[src/rtl/pool_tree.sv]
// pool_tree: pipelined max/average pooling over N_IN samples with LOG2N registered reduction stages.
// Average pooling is compiled in only when POOL_AVG_EN is defined; otherwise every window is max pooled.
module pool_tree #(
  parameter int DATA_WIDTH = 32,
  parameter int N_IN       = 4
) (
  input  logic                       clk,
  input  logic                       resetn,
  input  logic                       valid_in,
  output logic                       in_ready,
  input  logic [N_IN*DATA_WIDTH-1:0] in_data,
  input  logic                       mode,
  output logic [DATA_WIDTH-1:0]      out,
  output logic                       valid_out,
  input  logic                       out_ready,
  output logic [15:0]                out_count
);
  localparam int LOG2N = $clog2(N_IN);

  logic                  stall_s;
  logic                  valid_out_q, valid_out_d;
  logic [DATA_WIDTH-1:0] out_q, out_d;
  logic [15:0]           out_count_q, out_count_d;

`ifndef POOL_AVG_EN
  logic mode_unused_s;
  assign mode_unused_s = mode;
`endif

  assign stall_s   = valid_out_q & ~out_ready;
  assign in_ready  = ~stall_s;
  assign out       = out_q;
  assign valid_out = valid_out_q;
  assign out_count = out_count_q;

  for (genvar s = 0; s < LOG2N; s++) begin : g_st
    localparam int NO  = N_IN >> (s + 1);
    localparam int SWI = DATA_WIDTH + s;

    logic                  vl_i;
    logic [DATA_WIDTH-1:0] mx_i [2*NO];
    logic [DATA_WIDTH-1:0] mx_d [NO];
`ifdef POOL_AVG_EN
    logic                  md_i;
    logic [SWI-1:0]        sm_i [2*NO];
    logic [SWI:0]          sm_d [NO];
`endif

    if (s == 0) begin : g_src
      always_comb begin
        vl_i = valid_in;
        for (int k = 0; k < 2*NO; k++) begin
          mx_i[k] = in_data[k*DATA_WIDTH +: DATA_WIDTH];
        end
`ifdef POOL_AVG_EN
        md_i = mode;
        for (int k = 0; k < 2*NO; k++) begin
          sm_i[k] = in_data[k*DATA_WIDTH +: DATA_WIDTH];
        end
`endif
      end
    end else begin : g_src
      always_comb begin
        vl_i = g_st[s-1].g_reg.vl_q;
        for (int k = 0; k < 2*NO; k++) begin
          mx_i[k] = g_st[s-1].g_reg.mx_q[k];
        end
`ifdef POOL_AVG_EN
        md_i = g_st[s-1].g_reg.md_q;
        for (int k = 0; k < 2*NO; k++) begin
          sm_i[k] = g_st[s-1].g_reg.sm_q[k];
        end
`endif
      end
    end

    // Tree nodes: signed max with ties to the lower-index operand, and a sign-extended pairwise sum.
    always_comb begin
      for (int j = 0; j < NO; j++) begin
        if ($signed(mx_i[2*j+1]) > $signed(mx_i[2*j])) begin
          mx_d[j] = mx_i[2*j+1];
        end else begin
          mx_d[j] = mx_i[2*j];
        end
`ifdef POOL_AVG_EN
        sm_d[j] = {sm_i[2*j][SWI-1], sm_i[2*j]} + {sm_i[2*j+1][SWI-1], sm_i[2*j+1]};
`endif
      end
    end

    if (s < LOG2N - 1) begin : g_reg
      logic                  vl_q;
      logic [DATA_WIDTH-1:0] mx_q [NO];
`ifdef POOL_AVG_EN
      logic                  md_q;
      logic [SWI:0]          sm_q [NO];
`endif
      always_ff @(posedge clk or negedge resetn) begin
        if (!resetn) begin
          vl_q <= 1'b0;
          for (int j = 0; j < NO; j++) begin
            mx_q[j] <= {DATA_WIDTH{1'b0}};
          end
`ifdef POOL_AVG_EN
          md_q <= 1'b0;
          for (int j = 0; j < NO; j++) begin
            sm_q[j] <= {(SWI+1){1'b0}};
          end
`endif
        end else if (!stall_s) begin
          vl_q <= vl_i;
          for (int j = 0; j < NO; j++) begin
            mx_q[j] <= mx_d[j];
          end
`ifdef POOL_AVG_EN
          md_q <= md_i;
          for (int j = 0; j < NO; j++) begin
            sm_q[j] <= sm_d[j];
          end
`endif
        end
      end
    end else begin : g_out
      // The last node writes straight into the output register, and only for a valid slot so
      // that out keeps the most recent real result through bubbles.
      always_comb begin
        valid_out_d = valid_out_q;
        out_d       = out_q;
        if (!stall_s) begin
          valid_out_d = vl_i;
          if (vl_i) begin
`ifdef POOL_AVG_EN
            if (md_i) begin
              out_d = DATA_WIDTH'($signed(sm_d[0]) >>> LOG2N);
            end else begin
              out_d = mx_d[0];
            end
`else
            out_d = mx_d[0];
`endif
          end else begin
            out_d = out_q;
          end
        end else begin
          valid_out_d = valid_out_q;
        end
      end
    end
  end

  always_comb begin
    if (valid_out_q && out_ready) begin
      out_count_d = out_count_q + 16'd1;
    end else begin
      out_count_d = out_count_q;
    end
  end

  always_ff @(posedge clk or negedge resetn) begin
    if (!resetn) begin
      valid_out_q <= 1'b0;
      out_q       <= {DATA_WIDTH{1'b0}};
      out_count_q <= 16'd0;
    end else begin
      valid_out_q <= valid_out_d;
      out_q       <= out_d;
      out_count_q <= out_count_d;
    end
  end
endmodule

[config.mk]
export PLATFORM = sky130hd
export DESIGN_NAME = pool_tree
export DESIGN_NICKNAME = d
export VERILOG_FILES = /design/src/rtl/pool_tree.sv
export SDC_FILE = /design/constraint.sdc
export NUM_CORES = 1
export LEC_CHECK = 0
export ABC_AREA = 1
export CAP_MARGIN = 25
export CORE_MARGIN = 2
export CORE_UTILIZATION = 30
export CTS_CLUSTER_DIAMETER = 150
export DETAILED_ROUTE_END_ITERATION = 12
export MAX_ROUTING_LAYER = met4
export SYNTH_ARGS = -nofsm -noshare
export SYNTH_HDL_FRONTEND = slang
export SYNTH_SLANG_ARGS = --single-unit
[constraint.sdc]
create_clock -name clk -period 2 [get_ports clk]
set_input_delay 0.4 -clock clk [delete_from_list [all_inputs] [get_ports clk]]
set_output_delay 0.4 -clock clk [all_outputs]
set_load 0.1 [all_outputs]
Word-level counts from Yosys, hierarchy flattened
Cells that the tools add are included.

operators by class
  div/mod/pow operators = 0
  muxes and demuxes = 3
  multiply operators = 0
  reduce and logical (&&, ||, !) cells = 2
  shift-type cells = 0
  eq/ne operators = 0
  add/sub/neg operators = 1
  $lt $le $gt $ge = 3
  bitwise operators = 3

operator list
  operator               number
  $gt 32x32->1           3
  $mux 32                3
  $add 16x1->16 const B  1
  $not 1->1              2
  $reduce_and 2->1       1
  $and 1x1->1            1
  $logic_and 1x1->1      1

storage, ports and cells
  bits in registers = 114
  output and inout bits = 50
  memories = 0
  bits in read-only memories = 0
  memory bits (writable) = 0
  word-level logic and storage cells = 18
  latch bits = 0
  bits of input ports = 133

Depth between registers and ports, before layout
  depth in word-level cells = 4
  depth in mapped cells = 19
  mapped depth without buffers = 18

Worst setup path after synthesis
OpenSTA, ideal clock, no wires.

  path type = register to register
  start point = register out_count_q[1], in the netlist out_count[1]
  end point = register out_count_q[14], in the netlist out_count[14]
  arrival time = 2.309 ns
  setup time = 0.162 ns
  slack = -0.470 ns
  buffers on the path = 0
  required time = 1.838 ns
  cell stages (with the launch flop) = 10
  cells stage by stage = dfrtp_1 -> ha_1 -> nand3_1 -> nand3b_1 -> nor2_2 -> nand2_1 -> inv_1 -> nand3_1 -> nor4_1 -> xor2_1

between the ends
  word-level cells in the longest chain between the ends = 1

ends and longest elaborated chain
  what                    RTL line  RTL
  start, declared         23        logic [15:0] out_count_q, out_count_d;
  start signal, assigned  167       out_count_q <= out_count_d;
  $add 16x1->16           153       out_count_d = out_count_q + 16'd1;

Every way passes these cells.
A chain may end at the register's enable or synchronous reset.

Worst setup path in the final report
  start point = register g_st[0].g_reg.mx_q[57] in the netlist's numbering
  end point = register out_q[28], in the netlist out[28]

between the ends
  word-level cells in the longest chain between the ends = 2

ends and longest elaborated chain
  what                             RTL line  RTL
  start, declared                  93        logic [DATA_WIDTH-1:0] mx_q [NO];
  start signal, assigned by index  102       mx_q[j] <= {DATA_WIDTH{1'b0}};
  start signal, assigned by index  113       mx_q[j] <= mx_d[j];
  $gt 32x32->1                     80        if ($signed(mx_i[2*j+1]) > $signed(mx_i[2*j])) begin
  $mux 32                          80
  end signal, assigned             162       out_q <= {DATA_WIDTH{1'b0}};
  end signal, assigned             166       out_q <= out_d;
  end, declared                    22        logic [DATA_WIDTH-1:0] out_q, out_d;

Every way passes these cells.

==> run_results.csv <==
group,metric,value,unit
detailed_routing,drt_first_pass_iters,5,
pwr,p_leak,8.87,nW
die,die_w,185,um
setup_path,reg2reg_from,"g_st[0].g_reg.mx_q[57]",
sta,setup_viol,32,
placement,hpwl,22200,um
sta,max_freq,469,MHz
sta,fin_setup_tns,-3.52,ns
setup_path,criticalPathCategory,"flop to flop",
setup_path,end_kind,"flop",
run_status,violations,"negative setup slack",
yosys,synthesis.area,0.00983,sq mm
cells_and_area,layout_commonest_cell,"buf_4",
pwr,finalPower,17.4,mW
grt,use_met3,3.30,%
yosys,synthCells,1233,
detailed_routing,finalWirelength,33300,um
yosys,synth-seq-cells,114,
die,ios,183,
detailed_routing,drt-initial-drc-count,374,
die,std_cell_rows,66,
worst_hold_path,hp-class,"input pin to flop",
setup_path,r2r_slack,-0.13,ns
grt,grt_overflow,0,
pwr,vdd_ir_drop_max,1.38,mV
die,coreArea,0.0324,sq mm
worst_hold_path,holdPathEnd,"g_st[0].g_reg.mx_q[10]",
setup_path,rr_worst_depth,14,
setup_path,cp.required,2.31,ns
sta,tightest_slew,0.527,ns
clock_tree,insertion_delay,0.42,ns
die,start_util,30.4,%
cells_and_area,diodes,0,
yosys,yosysUniqueCellTypes,40,
detailed_routing,via_per_inst,4.59,
detailed_routing,drc_errors,0,
detailed_routing,final_antenna_net_count,0,
sta,slew_headroom,64.9,%
yosys,synth_top_area_share,29.0,%
sta,maxSlewViolCount,0,
yosys,synth_seq_area_share,29.0,%
die,die_area,0.0342,sq mm
cells_and_area,area_growth,72.7,%
setup_path,r2r-end,"out[28]",
yosys,synth_top_cell_by_area,"dfrtp_1",
clock_tree,clk_path_buf_depth,2,
grt,antenna_found_initial,0,
cells_and_area,num-nets-final,1987,
grt,met2_usage,34.7,%
clock_tree,root_buffer,"clkbuf_16",
setup_path,crit_fanout,5,
sta,layout_min_cycle_time,2.13,ns
grt,grtUsageTotal,19.6,%
setup_path,cp-startpoint,"g_st[0].g_reg.mx_q[57]",
sta,rsz0062_at_grt,"true",
yosys,synth_fp_nets,1463,
cells_and_area,layout_common_cells,"buf_4 (382), nand2_1 (198), nand2_2 (171)",
clock_tree,htreeDepth,4,
grt,use_met1,23.0,%
clock_tree,clkTransAtPathRegs,0.06,ns
placement,portBuffers,181,
sta,setup_slack,-0.133,ns
pwr,power.density,1020,mW/mm^2
sta,post-route-period-util,107,%
clock_tree,cts_tree,"done",
grt,grt_pass1_wl,51400,um
detailed_routing,detail_route.wl_per_cell,15.0,um
flow_run,maxCapViolations,0,
sta,finalHoldViolCount,0,
setup_path,cp-start-kind,"flop",
yosys,syn_area_per_cell,7.97,sq um
sta,skew,0.0128,ns
grt,top_usage_layer,"met2",
yosys,synthTopCellsByArea,"dfrtp_1 (29%), ha_1 (12%), nand2_2 (9.5%)",
yosys,ys_warn_count,0,
grt,grt_max_degree,37,
die,chipHeight,185,um
clock_tree,clock_sinks,114,
setup_path,cp.arrival,2.45,ns
grt,grt_pass1_vias,10500,
cells_and_area,drive_gt1_share,58.3,%
run_status,status,"finished, violations left",
detailed_routing,vias,10200,
sta,whs,0.423,ns
worst_hold_path,hp-start,"in_data[74]",
clock_tree,cts_buffers,17,
worst_hold_path,hold_depth,6,
placement,routabilityCongestion,0.803,
stage by stage:
| step | util (%) | instance area [sq um] | instances | setup slack (ns) |
|---|---|---|---|---|
| 2_1_floorplan | - | 9850 | 1233 | -0.00574 |
| 3_3_place_gp | 42.1 | 13600 | 2037 | -0.680 |
| 3_5_place_dp | 42.1 | 13600 | 2037 | -0.740 |
| 4_1_cts | 49.7 | 16100 | 2189 | -0.132 |
| 5_1_grt | 52.5 | 17000 | 2212 | -0.236 |
| 6_report | 52.5 | 17000 | 2212 | -0.133 |
cell usage after synthesis:
master,number
dfrtp_1,114
nand2_4,15
buf_1,1
nor2_1,23
nand4_4,4
dlygate4sd1_1,4
o21ai_0,7
clkbuf_1,6
inv_2,3
nand3_2,70
nor3_2,3
xor2_1,9
nor3_1,1
inv_1,226
a21oi_1,39
o21a_2,1
nand4_2,1
buf_2,26
nor2_4,3
nand4_1,101
buf_4,1
a21oi_2,1
nor2_2,6
clkbuf_8,4
nand3b_1,1
a22oi_1,1
nor4_1,1
nor2_8,1
nand3_4,6
nand2_1,243
mux2_2,1
o21a_1,5
nand2_2,150
buf_6,7
a21oi_4,2
ha_1,97
nand3_1,34
buf_12,7
a21o_1,3
xnor2_1,5
state kept, by name, indices dropped and copies added, names as in the netlist:
signal and count:
g_st.g_reg.mx_q 64, out 32, out_count 16, g_st.g_reg.vl_q 1, valid_out 1
metal layers:
metal  routed length [um]  vias to the layer above
met2                17600                      195
met4                  550                        0
met5                    0                        -
met1                14000                     4913
li1                     -                     5010
met3                 1100                       46
kinds of logic after synthesis:
kind of cell	after synthesis	synth area share (%)
AO/OA/AOI/OAI	59	3.54
AND/OR/NAND/NOR	663	40.2
XOR/XNOR	14	1.25
buffers and inverters	285	13.6
adder cells (fa/ha/maj)	97	12.3
multiplexers	1	0.115
flip-flops	114	29.0
worst max-delay path by stage:
stage,end,slack [ns],cells past startpoint
floorplan,out_count[14],-0.006,9
global placement,g_st[0].g_reg.mx_q[33],-0.68,15
detailed placement,g_st[0].g_reg.mx_q[33],-0.74,15
CTS,out[0],-0.13,13
global route,out[7],-0.24,14
finish,out[28],-0.13,14
area by class of cell:
cell class              instances  area (sq um)
fillers                      3027         15400
inverters                     229           862
flip-flops and latches        114          2870
clock inverters                13           126
multi-input cells             835          7210
well taps                     442           553
clock buffers                  19           443
repair buffers                560          4920
critical path, stage by stage (launching register included):
cell and delay [ns]:
dfrtp_1 0.39, inv_2 0.10, ha_4 0.22, a21oi_2 0.17
o21ai_1 0.10, nand2_1 0.10, nand2_2 0.07, a21oi_4 0.18
nand2_4 0.09, nand2_8 0.11, buf_6 0.12, buf_16 0.10
nand4_1 0.15, nand3_4 0.10, nand2_2 0.04
where the power goes:
part / switching, mW / total, mW / internal (mW)
logic: 6.77 / 10.9 / 4.10
clock network: 1.22 / 2.98 / 1.76
registers: 0.517 / 3.51 / 3.00
timing repair:
action,4_1_cts,5_1_grt
endpoints found under the hold margin,28,0
endpoints found under the setup margin,96,97
gates cloned,11,1
hold buffers,1,0
setup buffers,108,22
pin swaps,92,139
resized for setup,331,235
Note: power is estimated with default switching activity, not from simulation.
